## src/rtl/lga_pkg.sv

```systemverilog
// Shared types for the FHP-II lattice-gas sweep sequencer.
// Holds the sweep state encoding, the coordinate width and the row-phase type.
package lga_pkg;

    localparam int unsigned COORD_W = 9;

    typedef enum logic [1:0] {
        StIdle,
        StScan,
        StSwap,
        StDone
    } sweep_state_e;

    typedef logic [1:0] phase3_t;

    function automatic phase3_t phase3_next(input phase3_t p);
        return (p == 2'd2) ? 2'd0 : p + 2'd1;
    endfunction

endpackage

```

## src/rtl/lga_coord_counter.sv

```systemverilog
// Raster x/y counters with an incremental y mod 3 phase.
// The phase wraps with y, so no divider is needed.
module lga_coord_counter
    import lga_pkg::*;
#(
    parameter int unsigned LAT_W = 64,
    parameter int unsigned LAT_H = 63
) (
    input  logic               clk_i,
    input  logic               rst_i,
    input  logic               clear_i,
    input  logic               advance_i,
    output logic [COORD_W-1:0] x_o,
    output logic [COORD_W-1:0] y_o,
    output phase3_t            ymod3_o,
    output logic               eol_o,
    output logic               last_o
);

    localparam logic [COORD_W-1:0] XMax = COORD_W'(LAT_W - 1);
    localparam logic [COORD_W-1:0] YMax = COORD_W'(LAT_H - 1);

    logic [COORD_W-1:0] x_q, x_d;
    logic [COORD_W-1:0] y_q, y_d;
    phase3_t            ymod3_q, ymod3_d;

    assign x_o     = x_q;
    assign y_o     = y_q;
    assign ymod3_o = ymod3_q;
    assign eol_o   = (x_q == XMax);
    assign last_o  = eol_o && (y_q == YMax);

    always_comb begin
        x_d     = x_q;
        y_d     = y_q;
        ymod3_d = ymod3_q;
        if (clear_i) begin
            x_d     = '0;
            y_d     = '0;
            ymod3_d = '0;
        end else if (advance_i) begin
            if (eol_o) begin
                x_d = '0;
                // Last cell of the frame wraps the whole coordinate back to the origin.
                if (last_o) begin
                    y_d     = '0;
                    ymod3_d = '0;
                end else begin
                    y_d     = y_q + COORD_W'(1);
                    ymod3_d = phase3_next(ymod3_q);
                end
            end else begin
                x_d = x_q + COORD_W'(1);
            end
        end
    end

    always_ff @(posedge clk_i) begin
        if (rst_i) begin
            x_q     <= '0;
            y_q     <= '0;
            ymod3_q <= '0;
        end else begin
            x_q     <= x_d;
            y_q     <= y_d;
            ymod3_q <= ymod3_d;
        end
    end

endmodule

```

## src/rtl/lga_sweep_ctrl.sv

```systemverilog
// Sweep sequencer: raster-scans the lattice for n_steps time steps, one cell per handshake,
// with a one-cycle buffer-swap gap between steps and a done pulse at the end.
module lga_sweep_ctrl
    import lga_pkg::*;
#(
    parameter int unsigned LAT_W  = 64,
    parameter int unsigned LAT_H  = 63,
    parameter int unsigned STEP_W = 16
) (
    input  logic               clk,
    input  logic               rst,
    input  logic               start,
    input  logic               abort,
    input  logic [STEP_W-1:0]  n_steps,
    output logic               cell_valid,
    input  logic               cell_ready,
    output logic [COORD_W-1:0] cell_x,
    output logic [COORD_W-1:0] cell_y,
    output logic [1:0]         cell_ymod3,
    output logic               cell_eol,
    output logic               cell_last,
    output logic [STEP_W-1:0]  step_count,
    output logic               swap_buf,
    output logic               busy,
    output logic               done
);

    sweep_state_e      state_q;
    logic [STEP_W-1:0] n_lat_q;
    logic [STEP_W-1:0] step_q;
    logic [STEP_W-1:0] step_inc;
    logic              valid_q, swap_q, done_q, busy_q;
    logic              cnt_clear, cnt_advance, cnt_eol, cnt_last;
    phase3_t           cnt_ymod3;

    assign step_inc    = step_q + STEP_W'(1);
    assign cnt_advance = valid_q && cell_ready;
    assign cnt_clear   = abort || ((state_q == StIdle) && start);

    lga_coord_counter #(
        .LAT_W (LAT_W),
        .LAT_H (LAT_H)
    ) u_coord (
        .clk_i     (clk),
        .rst_i     (rst),
        .clear_i   (cnt_clear),
        .advance_i (cnt_advance),
        .x_o       (cell_x),
        .y_o       (cell_y),
        .ymod3_o   (cnt_ymod3),
        .eol_o     (cnt_eol),
        .last_o    (cnt_last)
    );

    assign cell_ymod3 = cnt_ymod3;
    assign cell_valid = valid_q;
    assign cell_eol   = valid_q && cnt_eol;
    assign cell_last  = valid_q && cnt_last;
    assign step_count = step_q;
    assign swap_buf   = swap_q;
    assign busy       = busy_q;
    assign done       = done_q;

    always_ff @(posedge clk) begin
        if (rst) begin
            state_q <= StIdle;
            n_lat_q <= '0;
            step_q  <= '0;
            valid_q <= 1'b0;
            swap_q  <= 1'b0;
            done_q  <= 1'b0;
            busy_q  <= 1'b0;
        end else begin
            swap_q <= 1'b0;
            done_q <= 1'b0;
            if (abort) begin
                state_q <= StIdle;
                valid_q <= 1'b0;
                busy_q  <= 1'b0;
            end else begin
                case (state_q)
                    StIdle: begin
                        if (start) begin
                            n_lat_q <= n_steps;
                            step_q  <= '0;
                            busy_q  <= 1'b1;
                            if (n_steps == '0) begin
                                state_q <= StDone;
                                done_q  <= 1'b1;
                            end else begin
                                state_q <= StScan;
                                valid_q <= 1'b1;
                            end
                        end
                    end
                    StScan: begin
                        if (cell_ready && cnt_last) begin
                            step_q  <= step_inc;
                            valid_q <= 1'b0;
                            if (step_inc == n_lat_q) begin
                                state_q <= StDone;
                                done_q  <= 1'b1;
                            end else begin
                                state_q <= StSwap;
                                swap_q  <= 1'b1;
                            end
                        end
                    end
                    StSwap: begin
                        state_q <= StScan;
                        valid_q <= 1'b1;
                    end
                    StDone: begin
                        state_q <= StIdle;
                        busy_q  <= 1'b0;
                    end
                    default: state_q <= StIdle;
                endcase
            end
        end
    end

endmodule

```

## config.mk

```make
export PLATFORM = sky130hd
export DESIGN_NAME = lga_sweep_ctrl
export DESIGN_NICKNAME = d
export VERILOG_FILES = /design/src/rtl/lga_pkg.sv /design/src/rtl/lga_coord_counter.sv /design/src/rtl/lga_sweep_ctrl.sv
export SDC_FILE = /design/constraint.sdc
export NUM_CORES = 1
export LEC_CHECK = 0
export ABC_CLOCK_PERIOD_IN_PS = 3150
export BUFFER_PORTS_ARGS = -buffer_cell sky130_fd_sc_hd__clkbuf_2
export CAP_MARGIN = 20
export CORE_MARGIN = 3
export CORE_UTILIZATION = 55
export DETAILED_ROUTE_END_ITERATION = 10
export HOLD_SLACK_MARGIN = 0.15
export PLACE_DENSITY = 0.79
export SETUP_SLACK_MARGIN = 0.2
export SKIP_LAST_GASP = 1
export SLEW_MARGIN = 20
export SYNTH_ARGS = -nofsm -noshare
export SYNTH_HDL_FRONTEND = slang
export SYNTH_HIERARCHICAL = 1
export SYNTH_SLANG_ARGS = --single-unit
```

## constraint.sdc

```tcl
create_clock -name clk -period 3.15 [get_ports clk]
set_input_delay 0.315 -clock clk [delete_from_list [all_inputs] [get_ports clk]]
set_output_delay 0.315 -clock clk [all_outputs]
set_load 0.1 [all_outputs]
```

==> impl_results.md <==
- FF-to-FF Start: u_coord/y_o[0]$_SDFFE_PP0P_
- Hold Crit Class: input pin to register
- Post-synth EDFFs: 0
- Worst Skew: about 6.4 ps
- Yosys cell types: 63
- Design area: ~0.0037 mm²
- TritonCTS Sinks: between 50 and 60
- DRT Pass-1 Iters: 6
- Die Wd: roughly 83 µm
- P_leak: 0.00142 µW
- Slew @ Worst Pin: roughly 650 ps
- Initial antenna violation count: 0
- HP Start: n_steps[13]
- GPL Wtd Cong: about 0.95
- Row count: 27
- CP Launch Point: u_coord/y_o[0]$_SDFFE_PP0P_
- Clk_lat worst skew: 340 ps
- Total power draw: 1530 µW
- P_int: around 1200 µW
- Critical Path RT: 3410 ps
- Via density per instance: 5.94
- Syn Area/Cell: approximately 8.0 µm²
- Final period util: around 84%
- Initial Utilization: between 50% and 60%
- Commonest cells post-synth: 58 x dfxtp_1, 57 x nand2_1, 36 x a21oi_1
- Sw Ratio: roughly a quarter
- Clock root buffer: clkbuf_8
- Max_cap viols: 0
- Register area: approximately 0.0012 mm²
- Main synth FF type: dfxtp_1
- Postcts setup bufs: 0
- Vias in the first global route: roughly 2,700
- Utilization after layout: between 60% and 70%
- Placed Area: 0.00354 mm²
- GR Util All Layers: 25.3%
- Drt wl/cell: approximately 16 µm
- Clk pin slew, worst setup/hold paths: roughly 60 ps
- DR iter-0 viols: 229
- Outcome: finished clean
- Synth Warn #: 6
- Power Density: between 400 and 500 mW/mm²
- Clk network pwr share: 43.2%
- Number of fill cells: 500
- Total negative slack: 0 ps
- Register bit count reported by yosys: 58
- Setup repair after global routing missed its margin: no
- Rel. slew slack: approximately 57%
- Hold_ws: approximately 210 ps
- DRT Wirelength: between 8000 and 9000 µm
- Largest net degree at the start of global routing: 38
- # port buffers: 62
- Via count: 3,140
- CTS tree: built
- Num CTS Buffers: 9
- Number of diodes: 0
- Number of H-tree levels: 3
- Arr. time, crit path: between 2000 and 3000 ps
- Crit Path Max Fanout: 11
- Sequential cell area fraction in the yosys report: 35.8%
- Hold Fails Final Rpt: 0
- Sequential share of power: ~50%
- First-pass GRT wire length: about 13,000 µm
- Post-route ant nets: 0
- Max VDD drop: about 420 µV
- Synth Instances: slightly above 400
- Yosys top cell by area: dfxtp_1
- Most common cell in the netlist: dfxtp_1
- Clock Path Buffers: 2
- Slew Limit Fails: 0
- Drt drc: 0
- Die H: 82.8 µm
- Switching pwr: between 300 and 400 µW
- Logic pwr share: between 7 and 8%
- Mapped cell area: about 0.0032 mm²
- Synth top area cells: dfxtp_1 36%, nand2_1 6.6%, a21oi_1 5.6%
- Post-detail-place hpwl: approximately 6000 µm
- Critical Path Source Type: register
- Synthesis-to-layout area growth: 15.0%
- DIE AREA: 0.00685 mm²
- Nets: 478
- Synth Net Count: around 430
- Share of cells above drive strength 1: a little under a quarter
- Footprint of the multi-input gates: approximately 0.0019 mm²
- Min Clock Period, post-route: ~2700 ps
- Async S/R FF share, synth: 0%
- Ports: 63
- Crit. End Element: register
- Synth top area share: 35.8%
- Endpoints failing setup: 0
- Crit Path Class: register to register
- Total congestion overflow: 0
- Core ar.: ~0.0056 mm²
- Max Freq: ~0.38 GHz
[area by class of cell]
class                      count  area share, %
clock buffer                  12           3.89
clock inverter                 3           1.07
timing repair buffer          67           9.33
sequential                    58           31.4
inverter                       7          0.705
tap                           72           2.42
multi-input combinational    310           51.2
[metrics by stage]
| step | worst slack [ps] | instances |
|---|---|---|
| floorplan | 168 | 404 |
| global placement | 563 | 514 |
| detailed placement | 437 | 514 |
| CTS | 423 | 529 |
| global route | 328 | 529 |
| finish | 496 | 529 |
[worst max-delay path, stage by stage, from the launching register on]
cell	delay [ps]
dfxtp_2	350
inv_1	60
ha_1	140
nor4b_1	290
and4b_1	390
nand3_1	220
or3_4	450
buf_4	180
or3_1	350
a21oi_1	150
[power by group through the flow]
| stage | Sequential, µW | Combinational, µW | Clock (µW) |
|---|---|---|---|
| 2_1_floorplan | 778 | 68.2 | 0 |
| 3_3_place_gp | 771 | 109 | 0 |
| 3_5_place_dp | 772 | 110 | 0 |
| 4_1_cts | 755 | 111 | 671 |
| 5_1_grt | 757 | 123 | 705 |
| 6_report | 756 | 112 | 660 |
[cell usage in the layout (no fill, tap or decap), drive strengths merged, types with 7 or more instances in the layout]
| cell | netlist | routed |
|---|---|---|
| or3 | 9 | 9 |
| nand2 | 58 | 58 |
| xor2 | 14 | 14 |
| o21ai | 18 | 18 |
| nand3 | 13 | 13 |
| inv | 7 | 7 |
| a21oi | 36 | 36 |
| and3 | 8 | 8 |
| dfxtp | 58 | 58 |
| nor4 | 11 | 11 |
| nor3 | 11 | 11 |
| nand4 | 11 | 11 |
| nor2 | 30 | 30 |
| clkbuf | 14 | 74 |
| xnor2 | 12 | 12 |
[worst paths after layout]
check | cells past startpoint | to | slack (ps)
setup / recovery | 9 | step_count[4]$_SDFFE_PP0P_ | 500
hold / removal | 3 | n_lat_q[13]$_SDFFE_PP0P_ | 210
setup reg to reg | 9 | step_count[4]$_SDFFE_PP0P_ | 500
hold reg to reg | 2 | n_lat_q[15]$_SDFFE_PP0P_ | 470
[cell families after synthesis]
logic type | Yosys count | synth area share [%]
simple gates | 185 | 30.9
compound gates | 92 | 18.3
flops | 58 | 35.8
buf+inv | 36 | 5.52
xor+xnor | 26 | 7.02
fa+ha+maj | 4 | 1.54
mux | 3 | 0.926
[flip-flops by register name, indices dropped and copies added (netlist names)]
signal / flops
u_coord/y_o: 9
cell_valid: 1
u_coord/x_o: 9
busy: 1
n_lat_q: 16
step_count: 16
done: 1
u_coord/ymod3_o: 2
swap_buf: 1
state_q: 2
[metal layers]
layer | GRT usage, % | routed length, µm
met1 | 37.2 | 4020
met4 | 8.82 | 98
met2 | 37.3 | 3690
met5 | 0 | 0
met3 | 3.78 | 487
[what timing repair did]
action                     in CTS  in global routing
setup endpoints to repair       0                  1
hold buffers                    0                  0
resized for setup               0                  1
No activity file was read; power rests on OpenSTA's default activity.
